==> src/rtl/mul_issue_controller.sv <==
// Issue/stall sequencer for the multi-cycle EX-stage multiplier: starts the multiplier on a MUL,
// stalls the front of the pipe until the product is ready, then steers it onto the EX/MEM path.
module mul_issue_controller #(
  parameter int LATENCY = 2,
  parameter int CNT_W   = 4,
  parameter int PERF_W  = 32
) (
  input  logic              clk,
  input  logic              arst_n,
  input  logic              enable,
  input  logic              ex_valid,
  input  logic [1:0]        ex_alu_op,
  input  logic              flush,
  output logic              mul_start,
  output logic              mul_ce,
  output logic              stall,
  output logic              mul_sel,
  output logic              busy,
  output logic [PERF_W-1:0] perf_stall_cnt
);

  typedef enum logic [1:0] {
    IDLE = 2'd0,
    BUSY = 2'd1,
    DONE = 2'd2
  } state_t;

  localparam logic [CNT_W-1:0] CNT_INIT = CNT_W'((LATENCY >= 2) ? (LATENCY - 2) : 0);

  state_t              state_q, state_d;
  logic [CNT_W-1:0]    cnt_q, cnt_d;
  logic [PERF_W-1:0]   perf_q, perf_d;
  logic                go;

  // Qualifying with arst_n keeps every output low while reset is held, even with a MUL in EX.
  assign go = arst_n & enable & ex_valid & (ex_alu_op == 2'b11) & ~flush;

  always_comb begin
    state_d   = state_q;
    cnt_d     = cnt_q;
    mul_start = 1'b0;
    mul_ce    = 1'b0;
    stall     = 1'b0;
    mul_sel   = 1'b0;
    busy      = (state_q != IDLE);
    case (state_q)
      IDLE: begin
        if (go) begin
          mul_start = 1'b1;
          mul_ce    = 1'b1;
          stall     = 1'b1;
          if (LATENCY == 1) begin
            state_d = DONE;
          end else begin
            state_d = BUSY;
            cnt_d   = CNT_INIT;
          end
        end
      end
      BUSY: begin
        if (flush) begin
          state_d = IDLE;
          cnt_d   = '0;
        end else begin
          stall  = 1'b1;
          mul_ce = enable;
          if (enable) begin
            if (cnt_q == '0) begin
              state_d = DONE;
            end else begin
              cnt_d = cnt_q - CNT_W'(1);
            end
          end
        end
      end
      DONE: begin
        if (flush) begin
          state_d = IDLE;
          cnt_d   = '0;
        end else begin
          mul_sel = 1'b1;
          // The MUL retires from EX this cycle, so it must not be re-issued.
          if (enable) begin
            state_d = IDLE;
          end
        end
      end
      default: begin
        state_d = IDLE;
        cnt_d   = '0;
      end
    endcase
  end

  always_comb begin
    perf_d = perf_q;
    if (stall && enable && (perf_q != '1)) begin
      perf_d = perf_q + PERF_W'(1);
    end
  end

  always_ff @(posedge clk or negedge arst_n) begin
    if (!arst_n) begin
      state_q <= IDLE;
      cnt_q   <= '0;
      perf_q  <= '0;
    end else begin
      state_q <= state_d;
      cnt_q   <= cnt_d;
      perf_q  <= perf_d;
    end
  end

  assign perf_stall_cnt = perf_q;

endmodule

==> config.mk <==
export PLATFORM = sky130hd
export DESIGN_NAME = mul_issue_controller
export DESIGN_NICKNAME = d
export VERILOG_FILES = /design/src/rtl/mul_issue_controller.sv
export SDC_FILE = /design/constraint.sdc
export NUM_CORES = 1
export LEC_CHECK = 0
export ABC_CLOCK_PERIOD_IN_PS = 3500
export BUFFER_PORTS_ARGS = -buffer_cell sky130_fd_sc_hd__buf_2
export CORE_ASPECT_RATIO = 1.5
export CORE_MARGIN = 2
export CORE_UTILIZATION = 55
export DETAILED_ROUTE_END_ITERATION = 8
export GPL_TIMING_DRIVEN = 1
export PLACE_DENSITY = 0.92
export SLEW_MARGIN = 0
export SYNTH_ARGS = -nofsm -noshare
export SYNTH_HDL_FRONTEND = slang
export SYNTH_SLANG_ARGS = --single-unit
==> constraint.sdc <==
create_clock -name clk -period 3.5 [get_ports clk]
set_input_delay 0.35 -clock clk [delete_from_list [all_inputs] [get_ports clk]]
set_output_delay 0.35 -clock clk [all_outputs]
set_load 0.02 [all_outputs]
==> results.ini, run 1 <==
[run_status]
status = complete, no violations

[route]
first_pass_iters = 4
drt-initial-drc-count = 29
avgViaCountPerCell = 5.88
drc_errors = 0
vias = 1675
antenna_left = 0
wl_microns = 4300
wl_per_cell_microns = 15.1

[die]
die_w_microns = 53.3
fp.dieH_microns = 77.9
coreArea_sq_mm = 0.00345
fp-row-count = 26
start_util_pct = 58.1
io_pins = 44
fp.dieArea_sq_mm = 0.00415

[global_route]
grt_max_degree = 39
grt_pass1_vias = 1564
antenna_found_initial = 0
grt_pass1_wl_microns = 7030
track_usage_pct = 22.8
grt_overflow = 0

[timing]
hold-worst-slack_ns = 0.159
setup_viol = 0
slew_violations = 0
fin_crit_ns = 2.06
clock_skew_ns = 0.00327
fin_tns_setup_ns = 0
hold_viol = 0
fin_crit_sh_pct = 59.0
tightest_slew_ns = 0.505
rsz0062_at_grt = false
fmax_ghz = 0.484
relSlewSlack_pct = 66.1

[placement]
place.gp.congestion = 0.867
io_buffers = 43
hpwlAfterDp_microns = 3120
place_inst = 277

[power_and_ir_drop]
p_leak_nw = 1.24
worst_ir_drop_vdd_mv = 0.405
power.total_w = 0.000851
powerDensity_mw_per_mm2 = 361

[cells_and_area]
antenna_cells = 0
area_delta_synth_final_pct = 17.5
final_layout_size_suffix_gt1_share_pct = 28.0
fill_cells = 290
finalNonFillerCells = 285
nNetsFinal = 252

[synth]
synth_ff_type = dfrtp_1
syn-instance-count = 194
ys_seq_elements = 38
synth_nets = 204
async_flop_share_pct = 100
synth_area_sq_mm = 0.00200
ys_warn_count = 0
seq_area_frac_synth_pct = 47.4
syn_avg_cell_area_sq_um = 10.3
synth-edff-count = 0
synth_cell_type_count = 43

[clocking]
clkSinkCount = 38
insertion_delay_ns = 0.29
ctsLongestPathBuffers = 2
post_cts_buffers = 0
cts.clk_slew.worst_paths_ns = 0.07
cts-root-buf = clkbuf_8
ctsHoldBuffers = 0
cts_tree = yes
cts_made_buffers = 5
htree_levels = 2
cts-resized-gates = 0

[job]
maxCapViolCount = 0

[setup_path]
cpPeakStageDelay_ns = 0.47
path_cells = ha_1, nand3_1, nor3_2, a31o_1, nor3_1, xor2_1
cp-end-kind = register
required_ns = 3.67
critPathTopFamily = simple AND/OR/NAND/NOR gates
critPathArrivalTime_ns = 2.23
cp_slowest_cell = a31o_1
crit_type = reg -> reg
critPathBufInv = 0
r2r_start = perf_stall_cnt[0]$_DFFE_PN0P_
reg2reg_depth = 6
r2r_setup_slack_ns = 1.44
cp_max_fo = 9
r2r_end = perf_stall_cnt[9]$_DFFE_PN0P_
start_kind = register

[hold_path]
hp-class = in -> async

## cells in the mapped netlist (2+ instances only)
cell type / n / area, sq um
dfrtp_1: 38 / 951
nand2_1: 19 / 71.3
nand3_1: 16 / 80.1
xor2_1: 16 / 140
nor2_1: 15 / 56.3
xnor2_1: 15 / 131
nand4_1: 8 / 50.1
and3_1: 6 / 37.5
and4_1: 5 / 43.8
inv_1: 5 / 18.8
nor3_1: 4 / 20.0
and2_1: 3 / 18.8
ha_1: 3 / 37.5
nand2b_1: 3 / 18.8
nor3_2: 3 / 30.0
o21ai_0: 3 / 15.0
a21oi_1: 2 / 10.0
clkbuf_1: 2 / 7.51
nor3b_1: 2 / 15.0
nor4b_2: 2 / 30.0
o21ai_1: 2 / 10.0
## metrics by stage
step,area (sq um),setup slack (ns),util [%]
after global placement,2260,1.59,65.7
final,2360,1.44,68.3
after CTS,2360,1.47,68.3
after global routing,2360,1.24,68.3
after detailed placement,2260,1.51,65.7
after floorplan,2000,1.65,-
## worst reg2reg max path, delay by kind of cell (launching register included)
kind / cells / cell delay, ns
compound gates: 1 / 0.48
xor+xnor: 1 / 0.15
fa+ha+maj: 1 / 0.19
flops: 1 / 0.41
simple gates: 3 / 0.72
## flip-flops by register name, summed over array words and instances (netlist names)
signal and cells:
cnt_q 4, perf_stall_cnt 32, state_q 2
## cell usage in the layout, fill, tap and decap left out, types with 6 or more instances in the layout
cell	netlist	routed
buf_2	0	43
clkbuf_8	0	6
nand2_1	19	19
nand3_1	16	16
nor2_1	15	15
nand4_1	8	8
and3_1	6	6
xor2_1	16	16
dfrtp_1	38	38
xnor2_1	15	15
## logic make-up after synthesis
| group | share of synthesized area [%] |
|---|---|
| AO/OA/AOI/OAI | 4.87 |
| XOR/XNOR | 13.5 |
| adder cells (fa/ha/maj) | 1.87 |
| buffers and inverters | 1.87 |
| flip-flops | 47.4 |
| AND/OR/NAND/NOR | 30.4 |
## report_power, final
| group | switching [W] | leakage, nW | total [W] | internal (W) |
|---|---|---|---|---|
| logic | 0.0000509 | 0.664 | 0.0000782 | 0.0000273 |
| registers | 0.0000169 | 0.528 | 0.000469 | 0.000452 |
| clock network | 0.000145 | 0.0482 | 0.000304 | 0.000159 |
| total | 0.000213 | 1.24 | 0.000851 | 0.000638 |
## routing by layer
| layer | GRT usage, % | vias up | part of all wire, % |
|---|---|---|---|
| li1 | - | 780 | - |
| met3 | 5.19 | 14 | 4.3 |
| met4 | 11.5 | 0 | 3.0 |
| met1 | 28.1 | 830 | 39 |
| met2 | 36.3 | 51 | 54 |
| met5 | 0 | - | 0 |
## cell type report
class / count / area, sq um / area share (%)
multi-input cells: 147 / 1020 / 43.1
inverters: 6 / 22.5 / 0.956
clock buffers: 7 / 86.3 / 3.66
flip-flops and latches: 38 / 951 / 40.4
repair buffers: 44 / 223 / 9.45
well taps: 42 / 52.6 / 2.23
clock inverters: 1 / 5.00 / 0.212
## worst max-delay path by stage
| stage | cells after the start | to | start |
|---|---|---|---|
| 6_report | 6 | perf_stall_cnt[9]$_DFFE_PN0P_ | perf_stall_cnt[0]$_DFFE_PN0P_ |
| 5_1_grt | 6 | perf_stall_cnt[9]$_DFFE_PN0P_ | perf_stall_cnt[0]$_DFFE_PN0P_ |
| 4_1_cts | 6 | perf_stall_cnt[9]$_DFFE_PN0P_ | perf_stall_cnt[0]$_DFFE_PN0P_ |
| 3_5_place_dp | 6 | perf_stall_cnt[9]$_DFFE_PN0P_ | perf_stall_cnt[0]$_DFFE_PN0P_ |
| 3_3_place_gp | 6 | perf_stall_cnt[9]$_DFFE_PN0P_ | perf_stall_cnt[0]$_DFFE_PN0P_ |
| 2_1_floorplan | 6 | perf_stall_cnt[30]$_DFFE_PN0P_ | perf_stall_cnt[0]$_DFFE_PN0P_ |
Note: power is estimated with default switching activity, not from simulation.
==> run 2: changes to the inputs <==
--- a/config.mk
+++ b/config.mk
@@ -5,14 +5,14 @@
 export SDC_FILE = /design/constraint.sdc
 export NUM_CORES = 1
 export LEC_CHECK = 0
-export ABC_CLOCK_PERIOD_IN_PS = 3500
+export ABC_CLOCK_PERIOD_IN_PS = 2000
 export BUFFER_PORTS_ARGS = -buffer_cell sky130_fd_sc_hd__buf_2
 export CORE_ASPECT_RATIO = 1.5
 export CORE_MARGIN = 2
-export CORE_UTILIZATION = 55
+export CORE_UTILIZATION = 54
 export DETAILED_ROUTE_END_ITERATION = 8
 export GPL_TIMING_DRIVEN = 1
-export PLACE_DENSITY = 0.92
+export PLACE_DENSITY = 0.9
 export SLEW_MARGIN = 0
 export SYNTH_ARGS = -nofsm -noshare
 export SYNTH_HDL_FRONTEND = slang
==> constraint.sdc (replaced) <==
create_clock -name clk -period 2 [get_ports clk]
set_input_delay 0.2 -clock clk [delete_from_list [all_inputs] [get_ports clk]]
set_output_delay 0.2 -clock clk [all_outputs]
set_load 0.02 [all_outputs]
==> run 2 against run 1 <==
Combinational power rose by 80%. Cell count grew 6.7%. Cell area increased by 7.9%. Critical endpoint is now perf_stall_cnt[21]$_DFFE_PN0P_.
==> results.ini, run 2 (synthesized netlist as in run 1, its figures left out) <==
[run_status]
status = complete, no violations

[power_and_ir_drop]
power.total_w = 0.00161
powerDensity_mw_per_mm2 = 635
worst_ir_drop_vdd_mv = 0.603
p_leak_nw = 1.35

[global_route]
grt_max_degree = 39
grt_overflow = 0
grt_util_met3_pct = 5.13
top_usage_layer = met2
met1_usage_pct = 27.0
track_usage_pct = 24.7
grt_pass1_vias = 1627
antenna_found_initial = 0
grt_use_met2_pct = 43.4
grt_pass1_wl_microns = 7510

[clocking]
cts.clk_slew.worst_paths_ns = 0.08
ctsLongestPathBuffers = 2
insertion_delay_ns = 0.30
htree_levels = 2
cts_made_buffers = 5
cts-root-buf = clkbuf_8
clkSinkCount = 38
cts_tree = yes
ctsHoldBuffers = 0

[timing]
hold-worst-slack_ns = 0.00301
fmax_ghz = 0.522
fin_crit_ns = 1.92
slew_violations = 0
fin_tns_setup_ns = 0
clock_skew_ns = 0.00886
setup_viol = 0
tightest_slew_ns = 0.474
fin_crit_sh_pct = 95.8
relSlewSlack_pct = 68.4
rsz0062_at_grt = true
hold_viol = 0

[cells_and_area]
layout_common_cells = 43 x buf_2, 33 x dfrtp_1, 19 x nand2_1, 19 x buf_4, 16 x xor2_1
final_util_pct = 70.3
largest_reg_flops = 32
nNetsFinal = 270
layout_commonest_cell = buf_2
final_layout_size_suffix_gt1_share_pct = 37.2
area_delta_synth_final_pct = 26.8
antenna_cells = 0
finalNonFillerCells = 304

[setup_path]
start_kind = register
cp_max_fo = 4
required_ns = 2.18
crit_start = perf_stall_cnt[5]$_DFFE_PN0P_
cp_slowest_cell = or4_4
critPathArrivalTime_ns = 2.10
crit_type = reg -> reg
path_cells = nand3_2, or4_4, buf_4, nor2_2, nand4_1, xnor2_1
cp-end-kind = register
cpPeakStageDelay_ns = 0.54
r2r_start = perf_stall_cnt[5]$_DFFE_PN0P_
r2r_setup_slack_ns = 0.08

[route]
avgViaCountPerCell = 5.66
drc_errors = 0
first_pass_iters = 4
drt-initial-drc-count = 54
wl_per_cell_microns = 15.7
vias = 1720
wl_microns = 4770
antenna_left = 0

[die]
start_util_pct = 55.5
coreArea_sq_mm = 0.00361
fp.dieH_microns = 78.6
io_pins = 44
fp-row-count = 27
die_w_microns = 53.7
fp.dieArea_sq_mm = 0.00423

[hold_path]
hp-class = in -> async

[job]
maxCapViolCount = 0

[placement]
place_inst = 288
place.gp.congestion = 0.818
hpwlAfterDp_microns = 3360
io_buffers = 43

run 2: through the flow:
step | instance area [sq um] | setup slack, ns
after floorplan | 2000 | 0.145
after detailed placement | 2340 | 0.0760
after global routing | 2540 | -0.0401
after CTS | 2450 | 0.0361
after global placement | 2340 | 0.117
final | 2540 | 0.0835
run 2: path summary, 6_finish.rpt:
kind | end | depth (start not counted)
setup / recovery | perf_stall_cnt[21]$_DFFE_PN0P_ | 6
hold / removal | perf_stall_cnt[20]$_DFFE_PN0P_ | 2
setup reg to reg | perf_stall_cnt[21]$_DFFE_PN0P_ | 6
hold reg to reg | perf_stall_cnt[21]$_DFFE_PN0P_ | 1
max in group asynchronous | perf_stall_cnt[2]$_DFFE_PN0P_ | 2
min in group clk | state_q[1]$_DFFE_PN0P_ | 2
run 2: area by class of cell:
class	instances	area [sq um]
Multi-Input combinational cell	147	1040
Fill cell	264	1070
Clock inverter	3	40.0
Timing Repair Buffer	62	358
Sequential cell	38	957
Inverter	6	22.5
Tap cell	43	53.8
Clock buffer	5	68.8
run 2: what timing repair did:
item | 4_1_cts | 5_1_grt
gates resized for setup | 0 | 11
buffers inserted | 0 | 8
endpoints found under the setup margin | 0 | 20
run 2: report_power, final:
group | switching [W] | leakage (nW) | total, W | internal [W]
sequential | 0.0000320 | 0.520 | 0.000825 | 0.000793
clock | 0.000280 | 0.0579 | 0.000647 | 0.000367
combinational | 0.0000898 | 0.770 | 0.000141 | 0.0000514
run 2: worst max-delay path: cells and delay by family (launching register included):
family        cells  cell delay (ns)
xor+xnor          1             0.15
buf+inv           1             0.17
simple gates      4             1.06
flops             1             0.42
run 2: per-layer routing:
| layer | vias to the layer above | wire, microns | part of all wire (%) |
|---|---|---|---|
| met3 | 11 | 176 | 3.7 |
| met5 | - | 0 | 0 |
| met1 | 851 | 1760 | 37 |
| li1 | 814 | - | - |
| met2 | 44 | 2720 | 57 |
| met4 | 0 | 114 | 2.4 |
==> run 3: changes to the inputs <==
--- a/config.mk
+++ b/config.mk
@@ -5,14 +5,15 @@
 export SDC_FILE = /design/constraint.sdc
 export NUM_CORES = 1
 export LEC_CHECK = 0
+export ABC_AREA = 1
 export ABC_CLOCK_PERIOD_IN_PS = 2000
 export BUFFER_PORTS_ARGS = -buffer_cell sky130_fd_sc_hd__buf_2
 export CORE_ASPECT_RATIO = 1.5
 export CORE_MARGIN = 2
-export CORE_UTILIZATION = 54
+export CORE_UTILIZATION = 55
 export DETAILED_ROUTE_END_ITERATION = 8
 export GPL_TIMING_DRIVEN = 1
-export PLACE_DENSITY = 0.9
+export PLACE_DENSITY = 0.89
 export SLEW_MARGIN = 0
 export SYNTH_ARGS = -nofsm -noshare
 export SYNTH_HDL_FRONTEND = slang
==> run 3 against run 2 <==
Sequential power grew 9.3%. Die area grew 25%. Sequential share of layout area shrank 5.7 points. Synthesized cell count grew 110%. Register-to-register slack gained 0.08 ns. Cell area grew 17%. Clock power shrank 14%.
==> results.ini, run 3 <==
[setup_path]
critPathTopFamily = simple AND/OR/NAND/NOR gates
r2r_setup_slack_ns = 0.17
required_ns = 2.18
cp_slowest_cell = dfrtp_1
crit_top_cell = nand2_4
cpPeakStageDelay_ns = 0.42
path_cells = ha_2, nand2_2, nor2_4, nand2_4, nor2_8, nand2_4, nand2_4, inv_4, nand2_1, nand2_1
r2r_start = perf_stall_cnt[1]$_DFFE_PN0P_
crit_type = reg -> reg
start_kind = register
cp_max_fo = 26
critPathArrivalTime_ns = 2.01
critPathBufInv = 1
r2r_end = perf_stall_cnt[26]$_DFFE_PN0P_
reg2reg_depth = 10
cp-end-kind = register

[route]
vias = 2728
first_pass_iters = 6
wl_microns = 6700
antenna_left = 0
drc_errors = 0
drt-initial-drc-count = 224
avgViaCountPerCell = 5.36
wl_per_cell_microns = 13.2

[timing]
fin_tns_setup_ns = 0
clock_skew_ns = 0.00875
slew_violations = 0
hold_viol = 0
rsz0062_at_grt = false
tightest_slew_ns = 0.494
fin_crit_sh_pct = 91.6
fmax_ghz = 0.546
setup_viol = 0
fin_crit_ns = 1.83
relSlewSlack_pct = 67.1

[power_and_ir_drop]
worst_ir_drop_vdd_mv = 0.542
clockPowerShare_pct = 27.2
comb_power_share_pct = 28.6
sequentialPowerShare_pct = 44.2
power.internal_w = 0.00132
powerDensity_mw_per_mm2 = 685
p_sw_share_pct = 35.3
p_sw_w = 0.000720
p_leak_nw = 1.62

[clocking]
cts_tree = yes
ctsLongestPathBuffers = 2
cts_made_buffers = 5
ctsHoldBuffers = 0
insertion_delay_ns = 0.29
cts.clk_slew.worst_paths_ns = 0.07
htree_levels = 2
clkSinkCount = 38
cts-root-buf = clkbuf_8

[synth]
netlist_top_cells_area = dfrtp_1 37%, nand2_1 30%, nor2_1 8.6%, inv_1 5.2%, nand3_1 4.1%
seq_area_frac_synth_pct = 36.9
synth_cell_type_count = 21
synth_common_cells = 204 x nand2_1, 59 x nor2_1, 38 x dfrtp_1
synth_nets = 417
synth_ff_type = dfrtp_1
ys_seq_elements = 38
ys_warn_count = 0
synth_top_area_share_pct = 36.9
synth_area_sq_mm = 0.00258
synth-edff-count = 0
syn-instance-count = 407
synth.most_common_cell = nand2_1
async_flop_share_pct = 100
syn_avg_cell_area_sq_um = 6.34
synth_top_area_cell = dfrtp_1

[placement]
place.gp.congestion = 0.926
hpwlAfterDp_microns = 5190
io_buffers = 43

[cells_and_area]
multi_input_area_sq_mm = 0.00144
ff_latch_area_sq_um = 951
area_delta_synth_final_pct = 15.2
nNetsFinal = 470
final_layout_size_suffix_gt1_share_pct = 15.2
layout_commonest_cell = nand2_1
layout_common_cells = 204 x nand2_1, 59 x nor2_1, 43 x buf_2, 38 x dfrtp_1, 36 x inv_1
largest_reg_flops = 32
final_util_pct = 66.0
antenna_cells = 0
fill_cells = 407

[die]
io_pins = 44
fp.dieH_microns = 87.9
fp.dieArea_sq_mm = 0.00527
die_w_microns = 59.9
start_util_pct = 57.3
coreArea_sq_mm = 0.00450
fp-row-count = 30

[global_route]
antenna_found_initial = 0
grt_pass1_vias = 2498
track_usage_pct = 27.4
grt_max_degree = 39
grt_pass1_wl_microns = 10900
grt_overflow = 0

[hold_path]
hp-class = in -> async

[job]
maxCapViolCount = 0

[run_status]
status = complete, no violations

run 3: cell count changes after synthesis, sizes merged, moves of 8 or more:
cell / previous run / this run
inv: 6 / 37
xnor2: 15 / 7
nand2: 20 / 209
nor2: 15 / 62
xor2: 16 / 7
run 3: how the worst max path moves through the flow:
stage | from | to | slack, ns | depth (start not counted)
detailed placement | perf_stall_cnt[1]$_DFFE_PN0P_ | perf_stall_cnt[26]$_DFFE_PN0P_ | 0.18 | 10
finish | perf_stall_cnt[1]$_DFFE_PN0P_ | perf_stall_cnt[26]$_DFFE_PN0P_ | 0.17 | 10
CTS | perf_stall_cnt[1]$_DFFE_PN0P_ | perf_stall_cnt[26]$_DFFE_PN0P_ | 0.18 | 10
global route | perf_stall_cnt[1]$_DFFE_PN0P_ | perf_stall_cnt[26]$_DFFE_PN0P_ | 0.02 | 10
global placement | perf_stall_cnt[1]$_DFFE_PN0P_ | perf_stall_cnt[20]$_DFFE_PN0P_ | 0.30 | 10
floorplan | perf_stall_cnt[0]$_DFFE_PN0P_ | perf_stall_cnt[25]$_DFFE_PN0P_ | 0.21 | 11
run 3: layout make-up:
type                       count  area share [%]
clock buffer                   7            2.90
clock inverter                 1           0.168
inverter                      37            4.76
multi-input combinational    327            48.5
sequential                    38            32.0
tap                           48            2.02
timing repair buffer          51            9.68
run 3: power by group through the flow:
stage / clock network (W) / registers (W) / logic, W
after global routing: 0.000614 / 0.000910 / 0.000666
after floorplan: 0 / 0.000938 / 0.000396
after CTS: 0.000561 / 0.000900 / 0.000583
after global placement: 0 / 0.000908 / 0.000566
final: 0.000554 / 0.000902 / 0.000583
after detailed placement: 0 / 0.000915 / 0.000582
run 3: worst register-to-register path, stage by stage (launching register included):
cell and delay, ns:
dfrtp_1 0.42, ha_2 0.24, nand2_2 0.07, nor2_4 0.15, nand2_4 0.10, nor2_8 0.15
nand2_4 0.09, nand2_4 0.17, inv_4 0.15, nand2_1 0.12, nand2_1 0.07
run 3: cells by family after synthesis:
kind of cell    share of synthesized area [%]
compound gates                           1.36
xor+xnor                                 4.75
fa+ha+maj                                1.46
buf+inv                                  7.37
flops                                    36.9
simple gates                             48.2
run 3: repair_timing:
action | 4_1_cts | 5_1_grt
resized for setup | 0 | 1
setup buffers | 0 | 0
setup endpoints to repair | 0 | 1
run 3: metrics by stage:
step | setup WS (ns) | hold WS, ns | instance area, sq um | cells | power (W)
2_1_floorplan | 0.213 | -0.0956 | 2580 | 407 | 0.00133
4_1_cts | 0.179 | 0.0322 | 2970 | 509 | 0.00204
5_1_grt | 0.0182 | 0.0413 | 2970 | 509 | 0.00219
6_report | 0.168 | 0.0140 | 2970 | 509 | 0.00204
3_3_place_gp | 0.305 | 0.333 | 2880 | 501 | 0.00147
3_5_place_dp | 0.180 | 0.348 | 2880 | 501 | 0.00150
run 3: layer usage:
layer	up-vias	share of wire, %	GRT usage [%]	routed length [microns]
met5	-	0	0	0
met4	0	6.0	15.8	401
met3	34	5.9	5.02	398
met2	115	51	47.8	3420
met1	1239	37	30.0	2480
li1	1340	-	-	-
